<file path="config.mk">
export PLATFORM = sky130hd
export DESIGN_NAME = muldiv_unit_flat
export DESIGN_NICKNAME = d
export VERILOG_FILES = /design/src/rtl/muldiv_pkg.sv /design/src/rtl/muldiv_if.sv /design/src/rtl/muldiv_unit.sv /design/src/flat_wrapper.sv
export SDC_FILE = /design/constraint.sdc
export NUM_CORES = 1
export LEC_CHECK = 0
export BUFFER_PORTS_ARGS = -buffer_cell sky130_fd_sc_hd__buf_2
export CAP_MARGIN = 10
export CORE_MARGIN = 2
export CORE_UTILIZATION = 55
export DETAILED_ROUTE_END_ITERATION = 10
export GPL_TIMING_DRIVEN = 0
export MAX_ROUTING_LAYER = met4
export PLACE_DENSITY = 0.85
export SYNTH_ARGS = -nofsm -noshare
export SYNTH_HDL_FRONTEND = slang
export SYNTH_SLANG_ARGS = --single-unit
</file>
<file path="constraint.sdc">
create_clock -name clk_i -period 4.2 [get_ports clk_i]
set_clock_uncertainty 0.15 [all_clocks]
set_input_delay 0.42 -clock clk_i [delete_from_list [all_inputs] [get_ports clk_i]]
set_output_delay 0.42 -clock clk_i [all_outputs]
set_load 0.02 [all_outputs]
</file>
<file path="src/rtl/muldiv_pkg.sv">
// Shared definitions for the EX-stage ALU control path and the multiply/divide unit.
package muldiv_pkg;

    // 4-bit ALU control codes, shared with the ALU control decoder and the ALU.
    localparam logic [3:0] ALU_AND  = 4'b0000;
    localparam logic [3:0] ALU_OR   = 4'b0001;
    localparam logic [3:0] ALU_ADD  = 4'b0010;
    localparam logic [3:0] ALU_SUB  = 4'b0110;
    localparam logic [3:0] ALU_SLT  = 4'b0111;
    localparam logic [3:0] ALU_MULT = 4'b1100;
    localparam logic [3:0] ALU_DIV  = 4'b1101;

    // Multiply/divide sequencer states.
    typedef enum logic [1:0] {
        ST_IDLE = 2'd0,
        ST_CALC = 2'd1,
        ST_SIGN = 2'd2
    } state_e;

    // True for the control codes this unit executes; everything else is a single-cycle ALU op.
    function automatic logic is_muldiv_op(input logic [3:0] code);
        return (code == ALU_MULT) || (code == ALU_DIV);
    endfunction

endpackage

</file>
<file path="src/rtl/muldiv_if.sv">
// Request/response bundle between the EX stage (master) and the multiply/divide unit (slave).
interface muldiv_if #(
    parameter int WIDTH = 32
);
    logic             start_i;
    logic [3:0]       alu_ctrl_i;
    logic [WIDTH-1:0] src_a_i;
    logic [WIDTH-1:0] src_b_i;
    logic             flush_i;
    logic             busy_o;
    logic             done_o;
    logic [WIDTH-1:0] hi_o;
    logic [WIDTH-1:0] lo_o;

    // Pipeline side: issues operations, observes busy/done and the HI/LO registers.
    modport master (
        output start_i, alu_ctrl_i, src_a_i, src_b_i, flush_i,
        input  busy_o, done_o, hi_o, lo_o
    );

    // Unit side.
    modport slave (
        input  start_i, alu_ctrl_i, src_a_i, src_b_i, flush_i,
        output busy_o, done_o, hi_o, lo_o
    );
endinterface

</file>
<file path="src/rtl/muldiv_unit.sv">
// Iterative signed multiply/divide unit holding the architectural HI/LO registers.
// Works on operand magnitudes (one radix-2 step per cycle for WIDTH cycles) and
// applies the result signs in a final SIGN cycle that also commits HI/LO.
module muldiv_unit
    import muldiv_pkg::*;
#(
    parameter int WIDTH = 32,
    parameter int CNT_W = $clog2(WIDTH) + 1
) (
    input  logic    clk_i,
    input  logic    rst_n_i,
    muldiv_if.slave bus
);

    // Accumulator layout: [2*WIDTH:WIDTH] is the upper partial sum (MULT) or the
    // WIDTH+1 bit remainder (DIV); [WIDTH-1:0] is the multiplier (MULT) or the
    // dividend shifting out while quotient bits shift in (DIV).
    localparam int AW = 2 * WIDTH + 1;

    state_e           state_q;
    logic [CNT_W-1:0] cnt_q;
    logic             is_div_q;
    logic             neg_res_q;
    logic             neg_rem_q;
    logic [WIDTH-1:0] opb_q;
    logic [AW-1:0]    acc_q;
    logic [WIDTH-1:0] hi_q;
    logic [WIDTH-1:0] lo_q;
    logic             done_q;

    logic             start_ok;
    logic [WIDTH:0]   mul_sum;
    logic [WIDTH:0]   rem_shift;
    logic [WIDTH:0]   trial;
    logic [AW-1:0]    acc_d;
    logic [2*WIDTH-1:0] prod_mag;
    logic [2*WIDTH-1:0] prod_res;
    logic [WIDTH-1:0] quot_mag;
    logic [WIDTH-1:0] rem_mag;
    logic [WIDTH-1:0] hi_d;
    logic [WIDTH-1:0] lo_d;

    // Two's complement magnitude; the most-negative value maps to 2^(WIDTH-1) unsigned.
    function automatic logic [WIDTH-1:0] magnitude(input logic [WIDTH-1:0] v);
        return v[WIDTH-1] ? -v : v;
    endfunction

    assign start_ok = bus.start_i && !bus.flush_i && is_muldiv_op(bus.alu_ctrl_i);

    assign bus.busy_o = (state_q != ST_IDLE);
    assign bus.done_o = done_q;
    assign bus.hi_o   = hi_q;
    assign bus.lo_o   = lo_q;

    // One radix-2 step: shift-add for MULT, restoring trial subtract for DIV.
    always_comb begin
        // NOTE: every signal gets a value on every path, so no latch is inferred.
        mul_sum   = acc_q[AW-1:WIDTH] + (acc_q[0] ? {1'b0, opb_q} : {(WIDTH+1){1'b0}});
        rem_shift = acc_q[2*WIDTH-1:WIDTH-1];
        trial     = rem_shift - {1'b0, opb_q};
        acc_d     = acc_q;
        if (is_div_q) begin
            if (!trial[WIDTH]) begin
                acc_d = {trial, acc_q[WIDTH-2:0], 1'b1};
            end else begin
                acc_d = {rem_shift, acc_q[WIDTH-2:0], 1'b0};
            end
        end else begin
            acc_d = {1'b0, mul_sum, acc_q[WIDTH-1:1]};
        end
    end

    // Signed HI/LO values committed on the SIGN -> IDLE edge.
    always_comb begin
        prod_mag = acc_q[2*WIDTH-1:0];
        prod_res = neg_res_q ? -prod_mag : prod_mag;
        quot_mag = acc_q[WIDTH-1:0];
        rem_mag  = acc_q[2*WIDTH-1:WIDTH];
        if (is_div_q) begin
            // Truncating division: quotient sign from the operands, remainder follows the dividend.
            hi_d = neg_rem_q ? -rem_mag : rem_mag;
            lo_d = neg_res_q ? -quot_mag : quot_mag;
        end else begin
            hi_d = prod_res[2*WIDTH-1:WIDTH];
            lo_d = prod_res[WIDTH-1:0];
        end
    end

    // Sequencer: latches operands, iterates WIDTH steps, signs and commits the result.
    always_ff @(posedge clk_i or negedge rst_n_i) begin
        if (!rst_n_i) begin
            // NOTE: operand and accumulator registers are reset as well, so nothing from an
            // aborted operation survives reset.
            state_q   <= ST_IDLE;
            cnt_q     <= '0;
            is_div_q  <= 1'b0;
            neg_res_q <= 1'b0;
            neg_rem_q <= 1'b0;
            opb_q     <= '0;
            acc_q     <= '0;
            hi_q      <= '0;
            lo_q      <= '0;
            done_q    <= 1'b0;
        end else begin
            // NOTE: non-blocking assignments make every register see pre-edge values,
            // independent of statement order.
            done_q <= 1'b0;
            case (state_q)
                ST_IDLE: begin
                    if (start_ok) begin
                        state_q   <= ST_CALC;
                        cnt_q     <= '0;
                        is_div_q  <= (bus.alu_ctrl_i == ALU_DIV);
                        // A zero divisor keeps the all-ones quotient unsigned.
                        neg_res_q <= (bus.src_a_i[WIDTH-1] ^ bus.src_b_i[WIDTH-1]) &&
                                     !((bus.alu_ctrl_i == ALU_DIV) && (bus.src_b_i == '0));
                        neg_rem_q <= bus.src_a_i[WIDTH-1];
                        opb_q     <= magnitude(bus.src_b_i);
                        acc_q     <= {{(WIDTH+1){1'b0}}, magnitude(bus.src_a_i)};
                    end
                end
                ST_CALC: begin
                    if (bus.flush_i) begin
                        state_q <= ST_IDLE;
                    end else begin
                        acc_q <= acc_d;
                        cnt_q <= cnt_q + CNT_W'(1);
                        if (cnt_q == CNT_W'(WIDTH - 1)) begin
                            state_q <= ST_SIGN;
                        end
                    end
                end
                ST_SIGN: begin
                    state_q <= ST_IDLE;
                    cnt_q   <= '0;
                    if (!bus.flush_i) begin
                        hi_q   <= hi_d;
                        lo_q   <= lo_d;
                        done_q <= 1'b1;
                    end
                end
                default: begin
                    state_q <= ST_IDLE;
                end
            endcase
        end
    end

endmodule
</file>
<file path="src/flat_wrapper.sv">
// flat-port wrapper written by rule: the top's interface ports become plain ports
module muldiv_unit_flat import muldiv_pkg::*;
#(
    parameter int WIDTH = 32,
    parameter int CNT_W = $clog2(WIDTH) + 1
)
  (clk_i, rst_n_i, bus_start_i, bus_alu_ctrl_i, bus_src_a_i, bus_src_b_i, bus_flush_i, bus_busy_o, bus_done_o, bus_hi_o, bus_lo_o);
  muldiv_if #(.WIDTH(WIDTH)) bus_i ();
  input  logic clk_i;
  input  logic rst_n_i;
  input wire logic [$bits(bus_i.start_i)-1:0] bus_start_i;
  input wire logic [$bits(bus_i.alu_ctrl_i)-1:0] bus_alu_ctrl_i;
  input wire logic [$bits(bus_i.src_a_i)-1:0] bus_src_a_i;
  input wire logic [$bits(bus_i.src_b_i)-1:0] bus_src_b_i;
  input wire logic [$bits(bus_i.flush_i)-1:0] bus_flush_i;
  output wire logic [$bits(bus_i.busy_o)-1:0] bus_busy_o;
  output wire logic [$bits(bus_i.done_o)-1:0] bus_done_o;
  output wire logic [$bits(bus_i.hi_o)-1:0] bus_hi_o;
  output wire logic [$bits(bus_i.lo_o)-1:0] bus_lo_o;
  assign bus_i.start_i = bus_start_i;
  assign bus_i.alu_ctrl_i = bus_alu_ctrl_i;
  assign bus_i.src_a_i = bus_src_a_i;
  assign bus_i.src_b_i = bus_src_b_i;
  assign bus_i.flush_i = bus_flush_i;
  assign bus_busy_o = bus_i.busy_o;
  assign bus_done_o = bus_i.done_o;
  assign bus_hi_o = bus_i.hi_o;
  assign bus_lo_o = bus_i.lo_o;
  muldiv_unit #(.WIDTH(WIDTH), .CNT_W(CNT_W)) u_core (.clk_i(clk_i), .rst_n_i(rst_n_i), .bus(bus_i));
endmodule
</file>
Yosys cells after proc, flatten, opt, wreduce, memory -nomap -nowiden

Cells that the tools add are included.

Div/mod/pow operators: 0
Multiply operators: 0
Eq/ne operators: 8
$lt $le $gt $ge: 0
Shift operators: 0
$add $sub $neg: 8
Muxes and demuxes: 22
Bitwise operators: 2
Reductions and logical operators: 17

Operators by type and width:

| operator                                                        | number |
|---|---|
| 65-bit two-way mux                                              | 4 |
| 32-bit two-way mux                                              | 7 |
| 65-bit one-hot mux with 2 select lines                          | 1 |
| 32-bit negation                                                 | 4 |
| 64-bit two-way mux                                              | 1 |
| 64-bit negation                                                 | 1 |
| 33-bit adder                                                    | 1 |
| 33-bit by 32-bit subtractor with 33-bit output                  | 1 |
| 32-bit logical NOT                                              | 1 |
| 6-bit one-hot mux with 3 select lines                           | 1 |
| 6-bit two-way mux                                               | 2 |
| 4-bit == test, second input constant                            | 2 |
| 6-bit by 1-bit adder with 6-bit output, second input constant   | 1 |
| 6-bit by 5-bit == test with 1-bit output, second input constant | 1 |
| 2-bit two-way mux                                               | 3 |
| 2-bit AND reduction                                             | 3 |
| 3-bit AND reduction                                             | 2 |
| 1-bit logical AND                                               | 4 |
| 2-bit one-hot mux with 2 select lines                           | 1 |
| 2-bit nonzero test                                              | 2 |
| 3-bit by 2-bit != test with 1-bit output, second input constant | 1 |
| 3-bit nonzero test                                              | 1 |
| 2-bit by 1-bit == test with 1-bit output, second input constant | 1 |
| 2-bit == test, second input constant                            | 1 |
| 8 further kinds                                                 | 10 |

Register bits: 173
Memories kept: 0
Bits in read-only memories: 0
Output and inout bits: 66
Memory bits (writable): 0
Latch bits: 0
Input port bits: 72
Word-level logic and storage cells: 67

Logic depth before layout (Yosys ltp)

Word-level depth: 5
Depth in mapped cells: 20
Mapped depth without buffers: 18

Worst setup path after synthesis

No wires, ideal clock.

Kind: register to register
Start: reg u_core.acc_q[31]
End: reg u_core.acc_q[52]
Data required time: 3,910 ps
Clock period less this slack: 4,129 ps
Library setup time: 140 ps
Slack: 71 ps
Data arrival time: 3,839 ps
Buffers on the path: 2
Cell stages (with the launch flop): 19
Path through: dfrtp_1 -> inv_1 -> ha_1 -> fa_1 -> nand2b_1 -> a21o_1 -> a31o_2 -> o21ai_0 -> a41oi_1 -> o221ai_1 -> a21oi_1 -> nand2b_1 -> a21oi_1 -> ha_1 -> clkbuf_1 -> clkbuf_1 -> nor2_1 -> a221oi_1 -> o211ai_1

Longest elaborated chain between the ends: 5

Ends and longest elaborated chain:

| item                                           | line               | text |
|---|---|---|
| from (decl)                                    | muldiv_unit.sv:26  | `logic [AW-1:0] acc_q;` |
| from (signal assigned)                         | muldiv_unit.sv:119 | `acc_q <= {{(WIDTH+1){1'b0}}, magnitude(bus.src_a_i)};` |
| 33-bit by 32-bit subtractor with 33-bit output | muldiv_unit.sv:60  | `trial = rem_shift - {1'b0, opb_q};` |
| 65-bit two-way mux                             | muldiv_unit.sv:63  | `if (!trial[WIDTH]) begin` |
| 65-bit two-way mux                             | muldiv_unit.sv:62  | `if (is_div_q) begin` |
| 65-bit two-way mux                             | muldiv_unit.sv:123 | `if (bus.flush_i) begin` |
| 65-bit one-hot mux with 2 select lines         | muldiv_unit.sv:108 | `case (state_q)` |

Every way passes these cells. The select of a mux whose other input is x is not followed.
A chain may end at the register's enable or synchronous reset.

Worst setup path after layout

Start: reg u_core.acc_q[46]
End: reg u_core.acc_q[54]

Longest elaborated chain between the ends: 5
Elaborated cells on any way between the ends: 6
Classes of those cells: add/sub: 2; mux: 4

Ends and longest elaborated chain:

| item                                           | line |
|---|---|
| 33-bit by 32-bit subtractor with 33-bit output | muldiv_unit.sv:60 |
| 65-bit two-way mux                             | muldiv_unit.sv:63 |
| 65-bit two-way mux (*)                         | muldiv_unit.sv:62 |
| 65-bit two-way mux (*)                         | muldiv_unit.sv:123 |
| 65-bit one-hot mux with 2 select lines (*)     | muldiv_unit.sv:108 |

Mark *: on every way between the ends. The rest lies on a longest branch, timed or not. The select of a mux whose other input is x is not followed.

==> impl_metrics.ini <==
[global_routing]
grt_pass1_vias = 12900
grt_pass1_wl_mm = 69.0
grt_max_degree = 89
grt_overflow_total = 0
antenna_found_initial = 0
grtUsageTotal_pct = 34.3

[drt]
routed_wl_mm = 43.1
drtPass1Iterations = 6
via_count = 13700
via_per_inst = 6.18
drt_iter0_drc = 1430
wl_per_cell_um = 19.5
ant_nets = 0
drc_errors = 0

[setup_path]
worstPathCellList = ha_1 -> a21oi_2 -> o21ai_0 -> a221o_1 -> a41oi_4 -> o221ai_2 -> a21oi_2 -> nand2b_1 -> a21oi_2 -> ha_4 -> clkbuf_8 -> nor2_2 -> a222oi_1 -> o21ai_0
critPathKind = flop to flop
crit_path_max_incr_delay_ps = 550
cp_common_cell = a21oi_2
critPathCaptureType = flop
ff2ff_setup_slack_ps = 70
crit_fanout = 10
startpoint_type = flop
path_delay_family = compound AO/OA/AOI/OAI gates
path_buf_inv = 1
required_ps = 4370
cp.arrival_ps = 4300
critPathSlowestCell = dfrtp_1

[sta]
min_period_over_period_pct = 98.4
max_freq_ghz = 0.242
finalMaxSlewViolations = 0
finalHoldViolations = 0
fin_crit_ps = 4130
setup_viol = 0
slew_headroom_pct = 33.9
rsz0062_at_grt = no
worstMarginPinSlew_ps = 982

[yosys]
synthesis.nets = 1857
ys_types = 65
ys_seq_area_share_pct = 31.8
syn_area_per_cell_um2 = 7.94
synth_edf_count = 0
ys_ff_latch = 173
synthTopCellsByArea = dfrtp_1 32%, o21ai_0 9.1%, nand2_1 7.2%
yosysTopAreaCell = dfrtp_1
synth.cell_area_um2 = 13600
synth_cells = 1713
ys_warn_count = 0
synth_top_area_share_pct = 31.8
async_flop_share_pct = 100
ys.flop_type = dfrtp_1

[cells_and_area]
drive_gt1_share_pct = 12.4
final_cell_mix = 259 x nand2_1, 243 x o21ai_0, 168 x dfrtp_1
n_antenna_cell = 0
fin_util_pct = 64.0
nNetsFinal = 2017
mostFrequentLayoutCell = nand2_1
fin_cells = 2210
syn_to_final_growth_pct = 14.5

[cts]
clock_path_buffers = 2
clkSlewWorstSetupHoldPaths_ps = 80
cts_sinks = 173
cts_tree = built
cts-htree-levels = 4
cts-root-buf = clkbuf_16
clock_latency_ps = 450
numCtsBuffers = 17

[die]
die_h_um = 161
fp-row-count = 57
fp.dieArea_um2 = 26000
num_io_pins = 138
initial_utilization_pct = 55.9
die_x_um = 161
design.core.area_um2 = 24300

[power]
powerDensity_nw_per_um2 = 601
leakage_nw = 6.95
peakVddDrop_mv = 0.299
total_power_mw = 9.35

[place]
gp_congestion = 0.982
port_buffers = 136
placed_cells = 2174
dp.final_hpwl_mm = 32.9

[job]
drv_cap = 0

[run_status]
status = complete, no violations

[worst_hold_path]
min_path_type = primary input to flop
-- stage by stage --
step / hold WS, ps / instance area (um^2) / setup TNS, ps / worst slack [ps]
after floorplan: -25.6 / 13600 / 0 / 70.6
after global placement: 307 / 14700 / -66770 / -1590
after detailed placement: 316 / 14700 / -49570 / -1700
after CTS: 136 / 15500 / 0 / 22.8
after global routing: 152 / 15600 / 0 / 6.50
final: 138 / 15600 / 0 / 66.1
-- layer usage --
metal	track usage [%]	routed length [um]	vias up
li1	-	-	6419
met4	10.3	1130	0
met2	53.8	19700	702
met5	-	0	-
met1	46.6	18300	6451
met3	4.62	3850	92
-- logic make-up (layout without fill, tap and decap cells) --
logic type | after synthesis | after routing | synth area share, %
simple gates | 555 | 555 | 19.0
fa+ha+maj | 72 | 72 | 6.74
xor+xnor | 176 | 176 | 11.3
mux | 51 | 51 | 3.81
flops | 173 | 173 | 31.8
compound gates | 528 | 528 | 22.9
buf+inv | 158 | 331 | 4.37
-- worst reg2reg max path: cells and delay by family (launching register included) --
| kind | cells | cell delay [ps] |
|---|---|---|
| compound gates | 9 | 1990 |
| fa+ha+maj | 2 | 840 |
| buf+inv | 1 | 220 |
| flops | 1 | 550 |
| simple gates | 2 | 250 |
-- state kept, by name, summed over array words and instances (netlist names) --
name	cells
u_core.state_q	2
u_core.acc_q	65
u_core.bus.done_o	1
u_core.neg_rem_q	1
u_core.opb_q	32
u_core.neg_res_q	1
u_core.bus.lo_o	32
u_core.bus.hi_o	32
u_core.cnt_q	6
u_core.is_div_q	1
-- worst paths after layout --
| path | cells after the start | startpoint | to |
|---|---|---|---|
| setup / recovery | 14 | u_core.acc_q[46] | u_core.acc_q[54] |
| hold / removal | 3 | bus_src_b_i[0] | u_core.opb_q[0] |
| setup reg to reg | 14 | u_core.acc_q[46] | u_core.acc_q[54] |
| hold reg to reg | 2 | u_core.bus.lo_o[27] | u_core.bus.lo_o[27] |
| max in group asynchronous | 3 | rst_n_i | u_core.bus.hi_o[16] |
| min in group asynchronous | 2 | rst_n_i | u_core.cnt_q[3] |
-- power breakdown --
| group | internal (mW) | switching [mW] | total, mW |
|---|---|---|---|
| clock | 0.932 | 0.840 | 1.77 |
| sequential | 1.97 | 0.570 | 2.54 |
| combinational | 1.98 | 3.06 | 5.04 |
-- cells in the mapped netlist, types with 7 or more instances --
cell and instances:
nand2_1 259, o21ai_0 247, dfrtp_1 173, nor2_1 107
a21oi_1 104, xor2_1 91, clkbuf_1 87, xnor2_1 85
ha_1 70, inv_1 62, mux2i_1 45, o31ai_1 33
nand3_1 31, or3_1 20, a21o_1 18, nand2b_1 18
nor3_1 17, nor4_1 17, o211ai_1 16, a31oi_1 15
nor2b_1 14, o41ai_1 13, or4_1 13, nand4_1 11
or2_2 11, a211oi_1 10, a22oi_1 10, buf_1 8
o21ai_1 8, and3_1 7, o21bai_1 7
-- final cells by class --
type / count / area, um^2
inverter: 62 / 236
multi-input combinational: 1382 / 8780
timing repair buffer: 143 / 766
clock inverter: 15 / 231
tap: 324 / 405
clock buffer: 17 / 425
fill: 2120 / 8760
sequential: 173 / 4340
buffer: 94 / 387
-- timing repair --
item,4_1_cts,5_1_grt
hold buffers,1,0
pin swaps,1,3
setup buffers,2,3
resized for setup,33,14
setup endpoints to repair,34,38
cloned,0,0
hold endpoints to repair,87,0
No activity file was read; power rests on OpenSTA's default activity.
